**config.mk**
```make
export PLATFORM = sky130hd
export DESIGN_NAME = pc_fetch_queue
export DESIGN_NICKNAME = d
export VERILOG_FILES = /design/src/rtl/pc_fetch_queue_pkg.sv /design/src/rtl/fetch_fifo.sv /design/src/rtl/pc_fetch_queue.sv
export SDC_FILE = /design/constraint.sdc
export NUM_CORES = 1
export LEC_CHECK = 0
export BUFFER_PORTS_ARGS = -buffer_cell sky130_fd_sc_hd__clkbuf_2
export CORE_MARGIN = 2
export CORE_UTILIZATION = 38
export DETAILED_ROUTE_END_ITERATION = 10
export GPL_ROUTABILITY_DRIVEN = 0
export SETUP_SLACK_MARGIN = 0.4
export SKIP_LAST_GASP = 1
export SLEW_MARGIN = 20
export SYNTH_ARGS = -nofsm -noshare
export SYNTH_HDL_FRONTEND = slang
export SYNTH_HIERARCHICAL = 1
export SYNTH_SLANG_ARGS = --single-unit
export TNS_END_PERCENT = 100
```
**constraint.sdc**
```tcl
create_clock -name clk -period 16.78 [get_ports clk]
set_input_delay 0.839 -clock clk [delete_from_list [all_inputs] [get_ports clk]]
set_output_delay 0.839 -clock clk [all_outputs]
set_load 0.1 [all_outputs]
```
**src/rtl/pc_fetch_queue_pkg.sv**
```systemverilog
// ----------------------------------------------------------------------------
// pc_fetch_queue_pkg
// Shared constants and types for the instruction fetch front end:
//   ADDR_W / DATA_W    - bus address and data widths
//   RESET_PC_DEFAULT   - boot vector fetched first after reset
//   INST_BYTES         - fetch PC increment per instruction
//   redir_src_e        - which redirect source (if any) owns the cycle
//   cnt_width()        - width of the in-flight counters for a queue depth
// ----------------------------------------------------------------------------
package pc_fetch_queue_pkg;

    localparam int ADDR_W = 32;
    localparam int DATA_W = 32;

    localparam logic [ADDR_W-1:0] RESET_PC_DEFAULT = 32'hBFC0_0000;
    localparam logic [ADDR_W-1:0] INST_BYTES       = 32'd4;

    typedef enum logic [1:0] {
        REDIR_NONE   = 2'd0,
        REDIR_FLUSH  = 2'd1,
        REDIR_BRANCH = 2'd2
    } redir_src_e;

    // Counters must hold the value DEPTH itself, hence one bit beyond log2.
    function automatic int cnt_width(input int depth);
        return $clog2(depth) + 1;
    endfunction

endpackage

```
**src/rtl/fetch_fifo.sv**
```systemverilog
// ----------------------------------------------------------------------------
// fetch_fifo
// Instruction queue with out-of-band fill. An entry is allocated (pc known,
// instruction pending) when the request is accepted, filled later when the
// bus returns data in order, and popped from the head once filled.
// Ports:
//   clk, rst     - clock, asynchronous active-high reset
//   clear        - synchronous empty (redirect); drops every entry
//   alloc        - append entry at tail with pc = alloc_pc, unfilled
//   fill         - write fill_inst into the oldest unfilled entry
//   pop          - remove head entry
//   count        - allocated entries (filled or not)
//   head_filled  - queue non-empty and head entry holds its instruction
//   head_pc      - head entry pc
//   head_inst    - head entry instruction
// DEPTH must be a power of two (2..16) so the pointers wrap naturally.
// ----------------------------------------------------------------------------
module fetch_fifo
    import pc_fetch_queue_pkg::*;
#(
    parameter int DEPTH = 4
) (
    input  logic                      clk,
    input  logic                      rst,
    input  logic                      clear,
    input  logic                      alloc,
    input  logic [ADDR_W-1:0]         alloc_pc,
    input  logic                      fill,
    input  logic [DATA_W-1:0]         fill_inst,
    input  logic                      pop,
    output logic [$clog2(DEPTH):0]    count,
    output logic                      head_filled,
    output logic [ADDR_W-1:0]         head_pc,
    output logic [DATA_W-1:0]         head_inst
);

    localparam int PW = $clog2(DEPTH);

    // Pointers carry one wrap bit so full and empty are distinguishable.
    logic [PW:0]       alloc_ptr_reg;
    logic [PW:0]       fill_ptr_reg;
    logic [PW:0]       pop_ptr_reg;

    logic [PW-1:0]     alloc_idx;
    logic [PW-1:0]     fill_idx;
    logic [PW-1:0]     pop_idx;

    logic [ADDR_W-1:0] pc_mem   [DEPTH];
    logic [DATA_W-1:0] inst_mem [DEPTH];
    logic [DEPTH-1:0]  filled_vec;

    assign alloc_idx = alloc_ptr_reg[PW-1:0];
    assign fill_idx  = fill_ptr_reg[PW-1:0];
    assign pop_idx   = pop_ptr_reg[PW-1:0];

    always_ff @(posedge clk or posedge rst) begin
        if (rst) begin
            alloc_ptr_reg <= '0;
            fill_ptr_reg  <= '0;
            pop_ptr_reg   <= '0;
        end else if (clear) begin
            alloc_ptr_reg <= '0;
            fill_ptr_reg  <= '0;
            pop_ptr_reg   <= '0;
        end else begin
            alloc_ptr_reg <= alloc_ptr_reg + (PW+1)'(alloc);
            fill_ptr_reg  <= fill_ptr_reg  + (PW+1)'(fill);
            pop_ptr_reg   <= pop_ptr_reg   + (PW+1)'(pop);
        end
    end

    generate
        for (genvar gi = 0; gi < DEPTH; gi++) begin : g_entry
            logic [ADDR_W-1:0] pc_reg;
            logic [DATA_W-1:0] inst_reg;
            logic              filled_reg;
            logic              alloc_hit;
            logic              fill_hit;

            assign alloc_hit = alloc && (alloc_idx == PW'(gi));
            assign fill_hit  = fill  && (fill_idx  == PW'(gi));

            // Allocation clears the filled bit, so a popped slot never needs
            // explicit invalidation; the fill pointer always trails alloc, so
            // both hits on one slot in the same cycle cannot happen.
            always_ff @(posedge clk or posedge rst) begin
                if (rst) begin
                    pc_reg     <= '0;
                    inst_reg   <= '0;
                    filled_reg <= 1'b0;
                end else if (clear) begin
                    filled_reg <= 1'b0;
                end else begin
                    if (alloc_hit) begin
                        pc_reg     <= alloc_pc;
                        filled_reg <= 1'b0;
                    end
                    if (fill_hit) begin
                        inst_reg   <= fill_inst;
                        filled_reg <= 1'b1;
                    end
                end
            end

            assign pc_mem[gi]     = pc_reg;
            assign inst_mem[gi]   = inst_reg;
            assign filled_vec[gi] = filled_reg;
        end
    endgenerate

    assign count       = alloc_ptr_reg - pop_ptr_reg;
    assign head_filled = (count != '0) && filled_vec[pop_idx];
    assign head_pc     = pc_mem[pop_idx];
    assign head_inst   = inst_mem[pop_idx];

endmodule

```
**src/rtl/pc_fetch_queue.sv**
```systemverilog
// ----------------------------------------------------------------------------
// pc_fetch_queue
// Fetch PC generator plus instruction queue in front of an SRAM-like
// instruction bus (separate addr_ok / data_ok handshakes, in-order data).
// Ports:
//   clk, rst                 - clock, asynchronous active-high reset
//   flush_i, flush_pc_i      - exception/eret redirect (highest priority)
//   branch_en_i, branch_pc_i - branch redirect from decode
//   inst_req, inst_addr      - request valid and address (= fetch PC)
//   inst_addr_ok             - request accepted this cycle
//   inst_data_ok, inst_rdata - returned instruction, in request order
//   out_valid, out_ready     - head handshake towards decode
//   out_pc, out_inst         - head entry
// Responses to requests issued before a redirect are counted in cancel_reg
// and silently dropped when they come back.
// ----------------------------------------------------------------------------
module pc_fetch_queue
    import pc_fetch_queue_pkg::*;
#(
    parameter logic [ADDR_W-1:0] RESET_PC = RESET_PC_DEFAULT,
    parameter int                DEPTH    = 4
) (
    input  logic              clk,
    input  logic              rst,
    input  logic              flush_i,
    input  logic [ADDR_W-1:0] flush_pc_i,
    input  logic              branch_en_i,
    input  logic [ADDR_W-1:0] branch_pc_i,
    output logic              inst_req,
    output logic [ADDR_W-1:0] inst_addr,
    input  logic              inst_addr_ok,
    input  logic              inst_data_ok,
    input  logic [DATA_W-1:0] inst_rdata,
    output logic              out_valid,
    input  logic              out_ready,
    output logic [ADDR_W-1:0] out_pc,
    output logic [DATA_W-1:0] out_inst
);

    localparam int CW = cnt_width(DEPTH);

    logic [ADDR_W-1:0] fpc_reg, fpc_next;
    logic [CW-1:0]     outstanding_reg, outstanding_next;
    logic [CW-1:0]     cancel_reg, cancel_next;
    logic [CW-1:0]     in_flight;

    redir_src_e        redir_src;
    logic              redirect;
    logic [ADDR_W-1:0] redirect_pc;

    logic [CW-1:0]     fifo_count;
    logic [CW:0]       slots_used;
    logic              head_filled;
    logic              accepted;
    logic              fill;
    logic              drop;
    logic              pop;

    // Flush outranks branch.
    always_comb begin
        redir_src   = REDIR_NONE;
        redirect_pc = flush_pc_i;
        if (flush_i) begin
            redir_src   = REDIR_FLUSH;
            redirect_pc = flush_pc_i;
        end else if (branch_en_i) begin
            redir_src   = REDIR_BRANCH;
            redirect_pc = branch_pc_i;
        end
    end

    assign redirect = (redir_src != REDIR_NONE);

    // Every allocated entry (filled or awaiting data) plus every response
    // that will be thrown away occupies a slot of the budget. Keeping the
    // sum below DEPTH bounds outstanding + cancel by DEPTH, so neither
    // counter can overflow even across back-to-back redirects.
    assign slots_used = {1'b0, fifo_count} + {1'b0, cancel_reg};
    assign inst_req   = ~rst & ~redirect & (slots_used < (CW+1)'(DEPTH));
    assign inst_addr  = fpc_reg;
    assign accepted   = inst_req & inst_addr_ok;

    // Data during a redirect belongs to the old stream and is never stored.
    assign fill = inst_data_ok & ~redirect & (cancel_reg == '0) & (outstanding_reg != '0);
    assign drop = inst_data_ok & ~redirect & (cancel_reg != '0);

    assign out_valid = head_filled & ~redirect;
    assign pop       = out_valid & out_ready;

    always_comb begin
        fpc_next         = fpc_reg;
        outstanding_next = outstanding_reg;
        cancel_next      = cancel_reg;
        in_flight        = outstanding_reg + cancel_reg + CW'(accepted);
        if (redirect) begin
            fpc_next         = redirect_pc;
            outstanding_next = '0;
            // The response arriving now (if any) retires one in-flight slot.
            if (inst_data_ok && (in_flight != '0)) begin
                cancel_next = in_flight - CW'(1);
            end else begin
                cancel_next = in_flight;
            end
        end else begin
            if (accepted) begin
                fpc_next = fpc_reg + INST_BYTES;
            end
            outstanding_next = outstanding_reg + CW'(accepted) - CW'(fill);
            if (drop) begin
                cancel_next = cancel_reg - CW'(1);
            end
        end
    end

    // Reset also forgets any bus response in flight: the bus restarts too.
    always_ff @(posedge clk or posedge rst) begin
        if (rst) begin
            fpc_reg         <= RESET_PC;
            outstanding_reg <= '0;
            cancel_reg      <= '0;
        end else begin
            fpc_reg         <= fpc_next;
            outstanding_reg <= outstanding_next;
            cancel_reg      <= cancel_next;
        end
    end

    fetch_fifo #(
        .DEPTH (DEPTH)
    ) u_fetch_fifo (
        .clk         (clk),
        .rst         (rst),
        .clear       (redirect),
        .alloc       (accepted),
        .alloc_pc    (fpc_reg),
        .fill        (fill),
        .fill_inst   (inst_rdata),
        .pop         (pop),
        .count       (fifo_count),
        .head_filled (head_filled),
        .head_pc     (out_pc),
        .head_inst   (out_inst)
    );

endmodule

```
# Word level (Yosys, flattened, before mapping)
# Cells that the tools add are included.
# op_classes
n_addsub,12
multipliers,0
n_div,0
magnitude_cmp,3
n_eq_ne,6
n_shift,0
mux,33
bitwise,12
n_reduce_logical,32
# ops
operator,n
32-bit 2-to-1 mux,8
32-bit binary-select mux with 2-bit select,2
32-bit by 3-bit adder with 32-bit output (second input constant),1
3-bit nonzero test,8
3-bit 2-to-1 mux,7
2-bit AND reduction,8
3-bit by 1-bit adder with 3-bit output,5
1-bit 2-to-1 mux,13
1-bit logical AND,10
1-bit AND,9
2-bit equality test (second input constant),4
2-bit nonzero test,3
3-bit by 1-bit subtractor with 3-bit output (second input constant),2
3-bit by 3-bit adder with 4-bit output,1
2-bit by 1-bit equality test with 1-bit output (second input constant),2
2-bit zero test,2
4-bit by 3-bit less-than comparator with 1-bit output (second input constant),1
2-bit 2-to-1 mux,2
3-bit adder,1
3-bit >= comparator (second input constant),1
3-bit zero test,1
2-bit by 3-bit less-than comparator with 1-bit output (second input constant),1
2-bit NOT with 3-bit output,1
3-bit by 1-bit subtractor with 3-bit output,1
3 further kinds,4
# totals
reg_bits,307
latch_bits,0
ram_bits,0
mem_bits_ro,0
in_bits,103
output_inout_bits,98
elab_cells,116
memories,0

# Logic depth before layout (Yosys ltp)
# Gate-level depths: netlist (run 1).
# depth
depth_word,12
mapped_depth,19
mapped_depth_nobuf,17

# By module
# Netlist (run 1), hierarchy kept.
# modules_own_cells
module,instances,cells_per_inst,area_per_inst_um2,seq_area_each_um2
fetch_fifo,1,678,11852.6,6706.4
pc_fetch_queue,1,327,2748.9,962.2

# Worst setup path after synthesis (run 1)
# Ideal clock, no wire load.
# synth_timing
path_type,register -> register
from,reg u_fetch_fifo.alloc_ptr_reg[0]
to,reg cancel_reg[1]
setup_time_ps,77
arrival_time_ps,4161
required_time_ps,16703
setup_slack_ps,12542
path_stages_with_launch,19
n_path_buf,2
synth_period_minus_slack_ps,4238
path_cell_list,dfrtp_1 -> buf_4 -> inv_1 -> ha_1 -> fa_1 -> xor3_1 -> ha_1 -> nor4_1 -> and3_1 -> clkbuf_1 -> nand2_1 -> fa_1 -> fa_1 -> ha_1 -> ha_1 -> nor2b_1 -> mux2i_1 -> nor2_1 -> a21oi_1
# synth_between
elab_chain_len,10
word_cells_on_any_way,11
classes_between,4 x add/sub; 1 x order compare; 2 x mux; 2 x bitwise; 2 x reduce/logical
# synth_rtl
element,line_no,source
from (decl),fetch_fifo.sv:40,logic [PW:0] alloc_ptr_reg;
from (signal assigned),fetch_fifo.sv:66,alloc_ptr_reg <= alloc_ptr_reg + (PW+1)'(alloc);
3-bit subtractor (*),fetch_fifo.sv:111,assign count = alloc_ptr_reg - pop_ptr_reg;
via fifo_count[2],pc_fetch_queue.sv:51,logic [CW-1:0] fifo_count;
3-bit by 3-bit adder with 4-bit output (*),pc_fetch_queue.sv:78,"assign slots_used = {1'b0, fifo_count} + {1'b0, cancel_reg};"
4-bit by 3-bit less-than comparator with 1-bit output (*),pc_fetch_queue.sv:79,assign inst_req = ~rst & ~redirect & (slots_used < (CW+1)'(DEPTH));
1-bit AND (*),pc_fetch_queue.sv:79,
1-bit AND (*),pc_fetch_queue.sv:81,assign accepted = inst_req & inst_addr_ok;
3-bit by 1-bit adder with 3-bit output (*),pc_fetch_queue.sv:94,in_flight = outstanding_reg + cancel_reg + CW'(accepted);
"parallel branches: the longest is 2 deep, another holds 3-bit by 1-bit subtractor with 3-bit output",n/a,
3-bit 2-to-1 mux (*),pc_fetch_queue.sv:99,if (inst_data_ok && (in_flight != '0)) begin
3-bit 2-to-1 mux (*),pc_fetch_queue.sv:95,if (redirect) begin
to (signal assigned),pc_fetch_queue.sv:124,cancel_reg <= cancel_next;
to (decl),pc_fetch_queue.sv:44,"logic [CW-1:0] cancel_reg, cancel_next;"
# Mark *: on every way through the listed nets, which the timed path passes.
# A chain may end at the register's enable or synchronous reset.

# Worst setup path after layout (run 1)
# layout_timing
from,reg u_fetch_fifo.pop_ptr_reg[0]
to,reg u_fetch_fifo.g_entry[3].pc_reg[18]
# layout_between
elab_chain_len,7
# layout_rtl
element,line_no,source
from (decl),fetch_fifo.sv:42,logic [PW:0] pop_ptr_reg;
from (signal assigned),fetch_fifo.sv:68,pop_ptr_reg <= pop_ptr_reg + (PW+1)'(pop);
3-bit subtractor,fetch_fifo.sv:111,
via fifo_count[2],pc_fetch_queue.sv:51,
3-bit by 3-bit adder with 4-bit output,pc_fetch_queue.sv:78,
4-bit by 3-bit less-than comparator with 1-bit output,pc_fetch_queue.sv:79,
1-bit AND,pc_fetch_queue.sv:79,
1-bit AND,pc_fetch_queue.sv:81,
via accepted,pc_fetch_queue.sv:54,logic accepted;
1-bit logical AND,fetch_fifo.sv:80,assign alloc_hit = alloc && (alloc_idx == PW'(gi));
2-bit AND reduction (no source line),n/a,
to (signal assigned),fetch_fifo.sv:95,pc_reg <= alloc_pc;
to (decl),fetch_fifo.sv:74,logic [ADDR_W-1:0] pc_reg;
# The timed path passes the listed nets, and every way through them passes these cells.

==> results of run 1 <==
## power by group
part	leakage, nW	internal, mW	switching, mW
clock	0.634	0.512	0.319
combinational	3.52	0.0860	0.286
sequential	4.17	0.770	0.0369
total	8.33	1.37	0.642
## per-stage QoR
stage | cells | area [sq um] | util | hold WS, ns
2_1_floorplan | 1005 | 14600 | - | 0.452
3_3_place_gp | 1667 | 16000 | 0.424 | 0.465
3_5_place_dp | 1667 | 16000 | 0.424 | 0.471
4_1_cts | 1736 | 17300 | 0.459 | 0.473
5_1_grt | 1737 | 17300 | 0.459 | 0.499
6_report | 1739 | 17300 | 0.459 | 0.480
## per-layer routing
layer  GRT usage  routed length (um)  up-vias
met1       0.248               15700     4769
met4      0.0650                1020        0
met5           0                   0        -
met2       0.289               16700      214
li1            -                   -     4152
met3      0.0413                1780       69
## worst max path at each step
stage / end / slack [ns] / depth (start not counted)
after global routing: u_fetch_fifo/g_entry[0].pc_reg[20] / 10.96 / 11
after CTS: u_fetch_fifo/g_entry[0].pc_reg[29] / 11.35 / 11
after detailed placement: u_fetch_fifo/g_entry[0].pc_reg[22] / 11.36 / 11
after global placement: u_fetch_fifo/g_entry[0].pc_reg[28] / 11.46 / 11
after floorplan: u_fetch_fifo/alloc_ptr_reg[0] / 8.56 / 1
final: u_fetch_fifo/g_entry[3].pc_reg[18] / 11.45 / 11
## critical path, cell delays in order (launching register included)
cell                       delay (ns)
sky130_fd_sc_hd__dfrtp_4         0.76
sky130_fd_sc_hd__ha_1            0.32
sky130_fd_sc_hd__fa_1            0.37
sky130_fd_sc_hd__xor3_1          0.21
sky130_fd_sc_hd__ha_1            0.28
sky130_fd_sc_hd__nor4_1          0.34
sky130_fd_sc_hd__and3_1          0.63
sky130_fd_sc_hd__nand2_1         0.30
sky130_fd_sc_hd__inv_1           0.30
sky130_fd_sc_hd__nand4b_1        0.80
sky130_fd_sc_hd__buf_4           0.55
sky130_fd_sc_hd__mux2_2          0.32
## kinds of logic (layout without fill, tap and decap cells)
family          after synthesis  count (layout)
xor+xnor                     16              16
compound gates              111             111
mux                         326             326
flops                       306             306
simple gates                138             138
other cells                   0               3
fa+ha+maj                    19              19
buf+inv                      89             309
## layout make-up
class,count,area (sq um)
Antenna cell,3,7.51
Clock buffer,59,1170
Clock inverter,10,128
Fill cell,3438,20400
Inverter,25,101
Multi-Input combinational cell,610,6490
Sequential cell,306,7680
Tap cell,511,639
Timing Repair Buffer,215,1120
## cells in the final DEF, fill, tap and decap left out, types with 12 or more instances in the layout
cell type | Yosys | layout
sky130_fd_sc_hd__nand2_1 | 25 | 25
sky130_fd_sc_hd__o22ai_1 | 12 | 12
sky130_fd_sc_hd__nor2_1 | 31 | 30
sky130_fd_sc_hd__clkbuf_8 | 0 | 12
sky130_fd_sc_hd__ha_1 | 15 | 15
sky130_fd_sc_hd__mux2_4 | 19 | 19
sky130_fd_sc_hd__mux2_2 | 227 | 227
sky130_fd_sc_hd__a22oi_1 | 13 | 13
sky130_fd_sc_hd__nand3_1 | 13 | 13
sky130_fd_sc_hd__inv_1 | 24 | 22
sky130_fd_sc_hd__buf_4 | 5 | 14
sky130_fd_sc_hd__clkbuf_16 | 0 | 39
sky130_fd_sc_hd__mux4_2 | 65 | 65
sky130_fd_sc_hd__xnor2_1 | 13 | 13
sky130_fd_sc_hd__dfrtp_1 | 297 | 295
sky130_fd_sc_hd__a21oi_1 | 28 | 28
sky130_fd_sc_hd__clkbuf_2 | 0 | 200
sky130_fd_sc_hd__o21ai_0 | 14 | 14
==> results.sh, run 1 <==
export IMPL_status="complete, no violations"
export IMPL_clock_path_buffers=3
export IMPL_setup_worst_path_start_class="register"
export IMPL_tightest_slew_ns=1.05
export IMPL_reg2reg_setup_slack_ns=11.45
export IMPL_crit_reg2reg_capture="u_fetch_fifo/g_entry[3].pc_reg[18]"
export IMPL_synth_common_cells="sky130_fd_sc_hd__dfrtp_1, sky130_fd_sc_hd__mux2_2, sky130_fd_sc_hd__mux4_2"
export IMPL_min_path_cells=1
export IMPL_post_synth_top_area_cell="sky130_fd_sc_hd__dfrtp_1"
export IMPL_min_period_over_period=0.317
export IMPL_post_cts_setup_buffers=0
export IMPL_setup_repair_after_global_routing_missed_its_margin="false"
export IMPL_grt_pass1_vias=9614
export IMPL_postSynth_asyncResetShare=1.00
export IMPL_worstHoldEndpoint="u_fetch_fifo/g_entry[2].pc_reg[22]"
export IMPL_finalSetupTns_ns=0
export IMPL_initial_antenna_violation_count=3
export IMPL_worst_hold_startpoint="u_fetch_fifo/g_entry[2].pc_reg[22]"
export IMPL_worstHoldPathType="register to register"
export IMPL_cts_resized=0
export IMPL_crit_path_start="u_fetch_fifo/pop_ptr_reg[0]"
export IMPL_setup_violations_final=0
export IMPL_worst_clock_skew_ns=0.0164
export IMPL_final_min_clock_period_ns=5.33
export IMPL_synthSimpleGateAreaFrac=0.0559
export IMPL_core_area_sq_mm=0.0378
export IMPL_post_layout_total_power_mw=2.01
export IMPL_synth_xor_area_frac=0.0106
export IMPL_drt_wl_total_um=35200
export IMPL_maxSlewHeadroom=0.295
export IMPL_via_per_inst=5.29
export IMPL_worst_ep_arrival_time_ns=5.75
export IMPL_edff_count_synth=0
export IMPL_ys_warn_count=6
export IMPL_post_synth_inst_count=1005
export IMPL_max_freq_mhz=188
export IMPL_initial_core_util=0.387
export IMPL_die_span_in_y_um=200
export IMPL_synth_cell_area_sq_mm=0.0146
export IMPL_ys_seq_area_frac=0.525
export IMPL_placement_rows=71
export IMPL_grt_max_degree=119
export IMPL_gr_usage_all_layers=0.183
export IMPL_worstPathMaxFanout=35
export IMPL_yosysMostFrequentCell="sky130_fd_sc_hd__dfrtp_1"
export IMPL_cts_root_buffer_cell="sky130_fd_sc_hd__clkbuf_16"
export IMPL_vdd_ir_drop_max_uv=93.9
export IMPL_dp_hpwl_um=22600
export IMPL_post_synth_net_total=1127
export IMPL_first_pass_iters=4
export IMPL_drt_wirelength_per_cell_um=20.3
export IMPL_worst_setup_path_type="register to register"
export IMPL_yosysTopAreaCellShare=0.509
export IMPL_r2r_start="u_fetch_fifo/pop_ptr_reg[0]"
export IMPL_post_synth_cell_area_avg_sq_um=14.5
export IMPL_finalHoldViolCount=0
export IMPL_ys_types=66
export IMPL_post_route_drc_count=0
export IMPL_yosys_top_cells_area="sky130_fd_sc_hd__dfrtp_1, sky130_fd_sc_hd__mux2_2, sky130_fd_sc_hd__mux4_2"
export IMPL_portBuffers=200
export IMPL_drtIter0Drc=516
export IMPL_synth_adder_area_share=0.0183
export IMPL_ys_ff_latch=306
export IMPL_grt_pass1_wl_um=55600
export IMPL_chipWidth_um=200
export IMPL_number_of_sinks_on_the_clock_net=306
export IMPL_combinational_family_with_the_most_area_after_synthesis="multiplexers"
export IMPL_max_cap_viol_count=0
export IMPL_final_net_count=1318
export IMPL_r2r_worst_path_cells=11
export IMPL_area_growth_syn_to_layout_pct=18.7
export IMPL_static_leakage_power_nw=8.33
export IMPL_overflow=0
export IMPL_final_max_slew_violation_count=0
export IMPL_setup_ws_ns=11.45
export IMPL_htree_num_levels=2
export IMPL_kind_of_end_point_of_the_critical_path="register"
export IMPL_dieArea_sq_mm=0.0400
export IMPL_ant_nets=0
export IMPL_floorplan_io_pins=201
export IMPL_clk_lat_worst_skew_ns=0.55
export IMPL_yosys_most_used_dff="sky130_fd_sc_hd__dfrtp_1"
export IMPL_cts_tree="yes"
export IMPL_routed_via_count=9204
export IMPL_hold_buffers=0
export IMPL_cts_made_buffers=38
export IMPL_drive_above_1_share=0.506
export IMPL_clkSlewWorstSetupHoldPaths_ns=0.05
export IMPL_detailedPlace_worstSlack_ns=11.36
export IMPL_synthesized_area_fraction_occupied_by_ao_oa_aoi_and_oai_cells=0.0497
export IMPL_pwr_density_cell_mw_per_mm2=116
export IMPL_cp_required_ns=17.21
export IMPL_yosys_mux_area_fraction=0.306
Note: power is estimated with default switching activity, not from simulation.
==> run 2: changes to the inputs <==
- ABC_AREA: not set -> 1
- clock period: 16.78 -> 4.5 ns (I/O delays scaled with it)
==> run 2 against run 1 <==
  * Die area rose by 0.70%
  * Critical path depth rose by 7
  * Count of clock-buffer cells in the layout fell by 7
  * First-iteration DRC count rose by 73%
  * Fmax rose by 38%
  * Sequential power rose to 3.8 times the previous value
  * Final area rose by 0.30%
  * Critical endpoint is now cancel_reg[0]
==> results.sh, run 2 <==
export IMPL_ant_nets=0
export IMPL_synth_common_cells="sky130_fd_sc_hd__nand2_1, sky130_fd_sc_hd__o21ai_0, sky130_fd_sc_hd__dfrtp_1"
export IMPL_grt_max_degree=107
export IMPL_post_route_drc_count=0
export IMPL_drt_wl_total_um=40100
export IMPL_layout_cells_most_common="sky130_fd_sc_hd__nand2_1"
export IMPL_finalHoldViolCount=0
export IMPL_fillCellCount=3833
export IMPL_setup_repair_after_global_routing_missed_its_margin="false"
export IMPL_worst_ep_arrival_time_ns=4.25
export IMPL_vdd_ir_drop_max_uv=234
export IMPL_tightest_slew_ns=1.07
export IMPL_post_synth_inst_count=1788
export IMPL_status="complete, no violations"
export IMPL_crit_path_end="cancel_reg[0]"
export IMPL_gr_usage_all_layers=0.201
export IMPL_cts_made_buffers=35
export IMPL_setup_worst_path_start_class="register"
export IMPL_placement_rows=72
export IMPL_yosys_most_used_dff="sky130_fd_sc_hd__dfrtp_1"
export IMPL_area_growth_syn_to_layout_pct=18.2
export IMPL_grt_pass1_vias=12800
export IMPL_placed_cells_incl_taps=2421
export IMPL_p_comb_frac=0.224
export IMPL_setup_ws_ns=0.631
export IMPL_drtIter0Drc=891
export IMPL_clkSlewWorstSetupHoldPaths_ns=0.06
export IMPL_grt_pass1_wl_um=66400
export IMPL_post_synth_net_total=1910
export IMPL_initial_core_util=0.382
export IMPL_worstHoldPathType="primary input to register"
export IMPL_final_net_count=2067
export IMPL_drive_above_1_share=0.182
export IMPL_cp_required_ns=4.88
export IMPL_finalSetupTns_ns=0
export IMPL_worstPathMaxFanout=9
export IMPL_worst_setup_path_type="register to register"
export IMPL_htree_num_levels=2
export IMPL_pwr_density_cell_mw_per_mm2=437
export IMPL_cts_root_buffer_cell="sky130_fd_sc_hd__clkbuf_16"
export IMPL_final_min_clock_period_ns=3.87
export IMPL_sequentialPowerShare=0.399
export IMPL_portBuffers=200
export IMPL_maxSlewHeadroom=0.287
export IMPL_max_cap_viol_count=0
export IMPL_r2r_worst_path_cells=18
export IMPL_dpl_cell_area_sq_mm=0.0162
export IMPL_first_pass_iters=8
export IMPL_clock_path_buffers=3
export IMPL_core_area_sq_mm=0.0385
export IMPL_hold_worst_slack_ns=0.0277
export IMPL_min_period_over_period=0.860
export IMPL_switching_power_share_of_the_total=0.348
export IMPL_die_span_in_y_um=201
export IMPL_yosysMostFrequentCell="sky130_fd_sc_hd__nand2_1"
export IMPL_dieArea_sq_mm=0.0403
export IMPL_setup_violations_final=0
export IMPL_kind_of_end_point_of_the_critical_path="register"
export IMPL_ys_ff_latch=306
export IMPL_post_synth_top_area_cell="sky130_fd_sc_hd__dfrtp_1"
export IMPL_reg2reg_setup_slack_ns=0.63
export IMPL_dp_hpwl_um=25600
export IMPL_initial_antenna_violation_count=0
export IMPL_crit_reg2reg_capture="cancel_reg[0]"
export IMPL_final_max_slew_violation_count=0
export IMPL_post_layout_total_power_mw=7.59
export IMPL_layout_core_utilization=0.452
export IMPL_edff_count_synth=0
export IMPL_max_freq_mhz=258
export IMPL_worst_clock_skew_ns=0.0282
export IMPL_yosysTopAreaCellShare=0.505
export IMPL_cell_internal_pwr_mw=4.95
export IMPL_chipWidth_um=201
export IMPL_clkPwrFrac=0.378
export IMPL_via_per_inst=5.11
export IMPL_power_net_switching_mw=2.64
export IMPL_postSynth_asyncResetShare=1.00
export IMPL_final_area_sq_mm=0.0174
export IMPL_ys_types=44
export IMPL_r2r_start="u_fetch_fifo/pop_ptr_reg[0]"
export IMPL_insertedDiodeCount=0
export IMPL_static_leakage_power_nw=8.49
export IMPL_ys_warn_count=6
export IMPL_cts_tree="yes"
export IMPL_post_synth_cell_area_avg_sq_um=8.22
export IMPL_detailedPlace_worstSlack_ns=0.463
export IMPL_floorplan_io_pins=201
export IMPL_fin_cells=2488
export IMPL_yosys_top_cells_area="sky130_fd_sc_hd__dfrtp_1, sky130_fd_sc_hd__o21ai_0, sky130_fd_sc_hd__nand2_1"
export IMPL_crit_path_start="u_fetch_fifo/pop_ptr_reg[0]"
export IMPL_clk_lat_worst_skew_ns=0.53
export IMPL_overflow=0
export IMPL_register_area_sq_mm=0.00767
export IMPL_layout_common_cells="sky130_fd_sc_hd__nand2_1, sky130_fd_sc_hd__o21ai_0, sky130_fd_sc_hd__dfrtp_1"
export IMPL_multi_input_area_sq_mm=0.00614
export IMPL_number_of_sinks_on_the_clock_net=306
export IMPL_drt_wirelength_per_cell_um=16.1
export IMPL_synth_cell_area_sq_mm=0.0147
export IMPL_routed_via_count=12700
export IMPL_ys_seq_area_frac=0.521
[run 2: cell types whose count changed after synthesis, moves of 10 or more]
cell                       delta
sky130_fd_sc_hd__a21oi_1     +22
sky130_fd_sc_hd__a21oi_2     +28
sky130_fd_sc_hd__clkbuf_1    +57
sky130_fd_sc_hd__inv_1       +96
sky130_fd_sc_hd__mux2_1      -10
sky130_fd_sc_hd__mux2_2     -227
sky130_fd_sc_hd__mux2_4      -19
sky130_fd_sc_hd__mux4_2      -65
sky130_fd_sc_hd__nand2_1    +327
sky130_fd_sc_hd__nand3_1     +18
sky130_fd_sc_hd__nor2_1     +254
sky130_fd_sc_hd__o21ai_0    +312
sky130_fd_sc_hd__o22ai_1     +59
[run 2: routing by layer]
layer	share of wire	global-route usage	vias to the layer above
met4	0.016	0.0487	0
li1	-	-	6228
met3	0.064	0.0341	51
met1	0.45	0.269	6059
met5	0	0	-
met2	0.47	0.341	385
[run 2: what timing repair did]
item | in CTS | in global routing
hold buffers | 4 | 0
buffers inserted | 0 | 1
endpoints found under the hold margin | 67 | 0
endpoints found under the setup margin | 0 | 2
resized for setup | 0 | 1
[run 2: logic make-up (layout without fill, tap and decap cells)]
group	count (synthesis)	in the layout	synth area share
AO/OA/AOI/OAI	527	527	0.201
XOR/XNOR	8	8	0.00476
adder cells (fa/ha/maj)	19	19	0.0182
buffers and inverters	232	414	0.0659
AND/OR/NAND/NOR	696	696	0.189
flip-flops	306	306	0.521
[run 2: power by group through the flow]
| stage | registers [mW] | clock network, mW | logic [mW] |
|---|---|---|---|
| global placement | 3.07 | 0 | 1.68 |
| CTS | 3.02 | 2.94 | 1.71 |
| global route | 3.05 | 3.05 | 1.82 |
| floorplan | 3.29 | 0 | 1.12 |
| detailed placement | 3.07 | 0 | 1.71 |
| finish | 3.03 | 2.87 | 1.70 |
[run 2: cell type report]
type                            count  area share
Clock inverter                     10     0.00706
Multi-Input combinational cell   1250       0.353
Inverter                          122      0.0269
Timing Repair Buffer              230      0.0740
Tap cell                          518      0.0373
Clock buffer                       52      0.0599
Sequential cell                   306       0.442
[run 2: worst min-delay path by stage]
stage	cells after the start	start	to
final	3	inst_rdata[2]	u_fetch_fifo/g_entry[1].inst_reg[2]
after floorplan	2	branch_pc_i[1]	inst_addr[1]
after CTS	3	inst_rdata[9]	u_fetch_fifo/g_entry[1].inst_reg[9]
after global placement	3	branch_pc_i[1]	inst_addr[1]
after global routing	3	inst_rdata[6]	u_fetch_fifo/g_entry[2].inst_reg[6]
after detailed placement	3	branch_pc_i[1]	inst_addr[1]
[run 2: critical path, cell delays in order, from the launching register on]
cell and delay (ns):
sky130_fd_sc_hd__dfrtp_4 0.48, sky130_fd_sc_hd__ha_4 0.17, sky130_fd_sc_hd__fa_2 0.57, sky130_fd_sc_hd__inv_1 0.05
sky130_fd_sc_hd__ha_1 0.26, sky130_fd_sc_hd__nand3_1 0.07, sky130_fd_sc_hd__nand2_1 0.09, sky130_fd_sc_hd__nor2_4 0.15
sky130_fd_sc_hd__nand2_4 0.12, sky130_fd_sc_hd__fa_2 0.41, sky130_fd_sc_hd__fa_2 0.39, sky130_fd_sc_hd__xor2_1 0.19
sky130_fd_sc_hd__inv_1 0.10, sky130_fd_sc_hd__ha_4 0.18, sky130_fd_sc_hd__nor2_4 0.11, sky130_fd_sc_hd__inv_2 0.05
sky130_fd_sc_hd__or2_4 0.22, sky130_fd_sc_hd__nand3_2 0.05, sky130_fd_sc_hd__a22oi_1 0.06
==> run 3: changes to the inputs <==
- CELL_PAD_IN_SITES_DETAIL_PLACEMENT: not set -> 1
- CELL_PAD_IN_SITES_GLOBAL_PLACEMENT: not set -> 2
- CORE_UTILIZATION: 38 -> 31
- CTS_CLUSTER_DIAMETER: not set -> 30
- PLACE_DENSITY_LB_ADDON: not set -> 0.1
- TNS_END_PERCENT: 100 -> 10
==> run 3 against run 2 <==
  * The flow now finishes with violations (DRC)
  * Worst hold slack got worse by 0.0079 ns
  * Sequential share of layout area is 6.5 points lower
  * Die area rose by 22%
  * Critical endpoint unchanged
  * Highest routed layer is now met5
==> results.sh, run 3 (synthesis gave the netlist of run 2 again) <==
export IMPL_status="finished with violations"
export IMPL_fillCellCount=5468
export IMPL_area_growth_syn_to_layout_pct=38.5
export IMPL_routed_via_count=13500
export IMPL_portBuffers=200
export IMPL_cts_tree="yes"
export IMPL_max_freq_mhz=251
export IMPL_overflow=0
export IMPL_drtIter0Drc=609
export IMPL_cts_made_buffers=94
export IMPL_floorplan_io_pins=201
export IMPL_ant_nets=0
export IMPL_setup_repair_after_global_routing_missed_its_margin="true"
export IMPL_final_max_slew_violation_count=0
export IMPL_violations_in_the_final_reports="DRC"
export IMPL_dieArea_sq_mm=0.0492
export IMPL_setup_worst_path_start_class="register"
export IMPL_via_per_inst=4.89
export IMPL_grt_pass1_vias=14500
export IMPL_post_layout_total_power_mw=11.6
export IMPL_cp_required_ns=4.96
export IMPL_setup_violations_final=0
export IMPL_worstPathMaxFanout=4
export IMPL_dp_hpwl_um=30400
export IMPL_worst_ep_arrival_time_ns=4.44
export IMPL_vdd_ir_drop_max_uv=299
export IMPL_worst_clock_skew_ns=0.0206
export IMPL_worstHoldPathType="primary input to register"
export IMPL_final_net_count=2197
export IMPL_pwr_density_cell_mw_per_mm2=572
export IMPL_max_cap_viol_count=0
export IMPL_final_area_sq_mm=0.0204
export IMPL_chipWidth_um=222
export IMPL_min_period_over_period=0.885
export IMPL_drt_wl_total_um=50000
export IMPL_worst_setup_path_type="register to register"
export IMPL_layout_core_utilization=0.436
export IMPL_drt_wirelength_per_cell_um=18.1
export IMPL_number_of_sinks_on_the_clock_net=306
export IMPL_critical_path_top_delay_family="adder cells"
export IMPL_maxSlewHeadroom=0.361
export IMPL_insertedDiodeCount=0
export IMPL_finalHoldViolCount=0
export IMPL_gr_usage_all_layers=0.207
export IMPL_grt_max_degree=157
export IMPL_initial_antenna_violation_count=1
export IMPL_post_route_drc_count=10
export IMPL_dpl_cell_area_sq_mm=0.0163
export IMPL_core_area_sq_mm=0.0467
export IMPL_tightest_slew_ns=0.959
export IMPL_fin_cells=2761
export IMPL_crit_chain="ha_1, fa_2, inv_1, ha_1, nand3_1, nand2_1, nor2_4, nand2_4, fa_2, fa_1, ha_1, ha_1, nor2_4, inv_1, or2_2, nand3_1, a22oi_1"
export IMPL_placed_cells_incl_taps=2510
export IMPL_detailedPlace_worstSlack_ns=0.160
export IMPL_clock_path_buffers=3
export IMPL_die_span_in_y_um=222
export IMPL_first_pass_iters=8
export IMPL_timing_critical_path_buf_inv=2
export IMPL_static_leakage_power_nw=9.91
export IMPL_hold_worst_slack_ns=0.0198
export IMPL_final_min_clock_period_ns=3.98
export IMPL_grt_pass1_wl_um=80700
export IMPL_kind_of_end_point_of_the_critical_path="register"
export IMPL_layout_cells_most_common="sky130_fd_sc_hd__nand2_1"
export IMPL_clkSlewWorstSetupHoldPaths_ns=0.04
export IMPL_cts_root_buffer_cell="sky130_fd_sc_hd__clkbuf_16"
export IMPL_layout_common_cells="sky130_fd_sc_hd__nand2_1, sky130_fd_sc_hd__o21ai_0, sky130_fd_sc_hd__dfrtp_1"
export IMPL_clk_lat_worst_skew_ns=0.61
export IMPL_setup_ws_ns=0.518
export IMPL_slowest_stage_cell_crit_path="sky130_fd_sc_hd__fa_2"
export IMPL_drive_above_1_share=0.216
export IMPL_slowest_delay_ns=0.53
export IMPL_initial_core_util=0.315
export IMPL_finalSetupTns_ns=0
export IMPL_crit_top_cell="sky130_fd_sc_hd__ha_1"
export IMPL_htree_num_levels=3
export IMPL_placement_rows=79
==> run 3: power breakdown <==
group / leakage [nW] / switching (mW) / internal (mW) / total, mW
combinational: 4.08 / 1.39 / 0.366 / 1.76
clock: 1.67 / 1.93 / 4.90 / 6.82
sequential: 4.16 / 0.152 / 2.90 / 3.06
==> run 3: repair_timing <==
action | 4_1_cts | 5_1_grt
endpoints found under the hold margin | 186 | 0
buffers inserted | 1 | 4
hold buffers | 71 | 0
gates resized for setup | 2 | 4
pin swaps | 0 | 4
endpoints found under the setup margin | 3 | 5
==> run 3: per-layer routing <==
layer  vias up  routed length (um)  global-route usage
li1       6530                   -                   -
met1      6614               22200               0.257
met2       242               24600               0.359
met3       101                1930              0.0420
met4         2                1270              0.0671
met5         -                  13                   0
==> run 3: final cells by class <==
class,count,area [sq um],share of cell area
timing repair buffer,301,2030,0.0996
multi-input combinational,1250,6090,0.299
clock buffer,129,2750,0.135
sequential,306,7670,0.377
inverter,122,465,0.0229
tap,607,759,0.0373
clock inverter,46,599,0.0294
==> run 3: final timing paths <==
path                                               startpoint                                   end  slack (ns)  depth (start not counted)
max in group asynchronous                                 rst   u_fetch_fifo/g_entry[1].inst_reg[1]        3.14                          4
min reg2reg                u_fetch_fifo/g_entry[1].pc_reg[31]    u_fetch_fifo/g_entry[1].pc_reg[31]        0.47                          2
min in group asynchronous                                 rst  u_fetch_fifo/g_entry[2].inst_reg[21]        0.19                          3
min                                            flush_pc_i[14]                         inst_addr[14]        0.02                          5
max                               u_fetch_fifo/pop_ptr_reg[0]                         cancel_reg[0]        0.52                         17
max reg2reg                       u_fetch_fifo/pop_ptr_reg[0]                         cancel_reg[0]        0.52                         17
==> run 3: worst reg2reg max path: stages, from the launching register on <==
cell,delay (ns)
sky130_fd_sc_hd__dfrtp_4,0.47
sky130_fd_sc_hd__ha_1,0.20
sky130_fd_sc_hd__fa_2,0.53
sky130_fd_sc_hd__inv_1,0.04
sky130_fd_sc_hd__ha_1,0.27
sky130_fd_sc_hd__nand3_1,0.08
sky130_fd_sc_hd__nand2_1,0.08
sky130_fd_sc_hd__nor2_4,0.14
sky130_fd_sc_hd__nand2_4,0.07
sky130_fd_sc_hd__fa_2,0.35
sky130_fd_sc_hd__fa_1,0.52
sky130_fd_sc_hd__ha_1,0.23
sky130_fd_sc_hd__ha_1,0.23
sky130_fd_sc_hd__nor2_4,0.13
sky130_fd_sc_hd__inv_1,0.08
sky130_fd_sc_hd__or2_2,0.27
sky130_fd_sc_hd__nand3_1,0.07
sky130_fd_sc_hd__a22oi_1,0.07
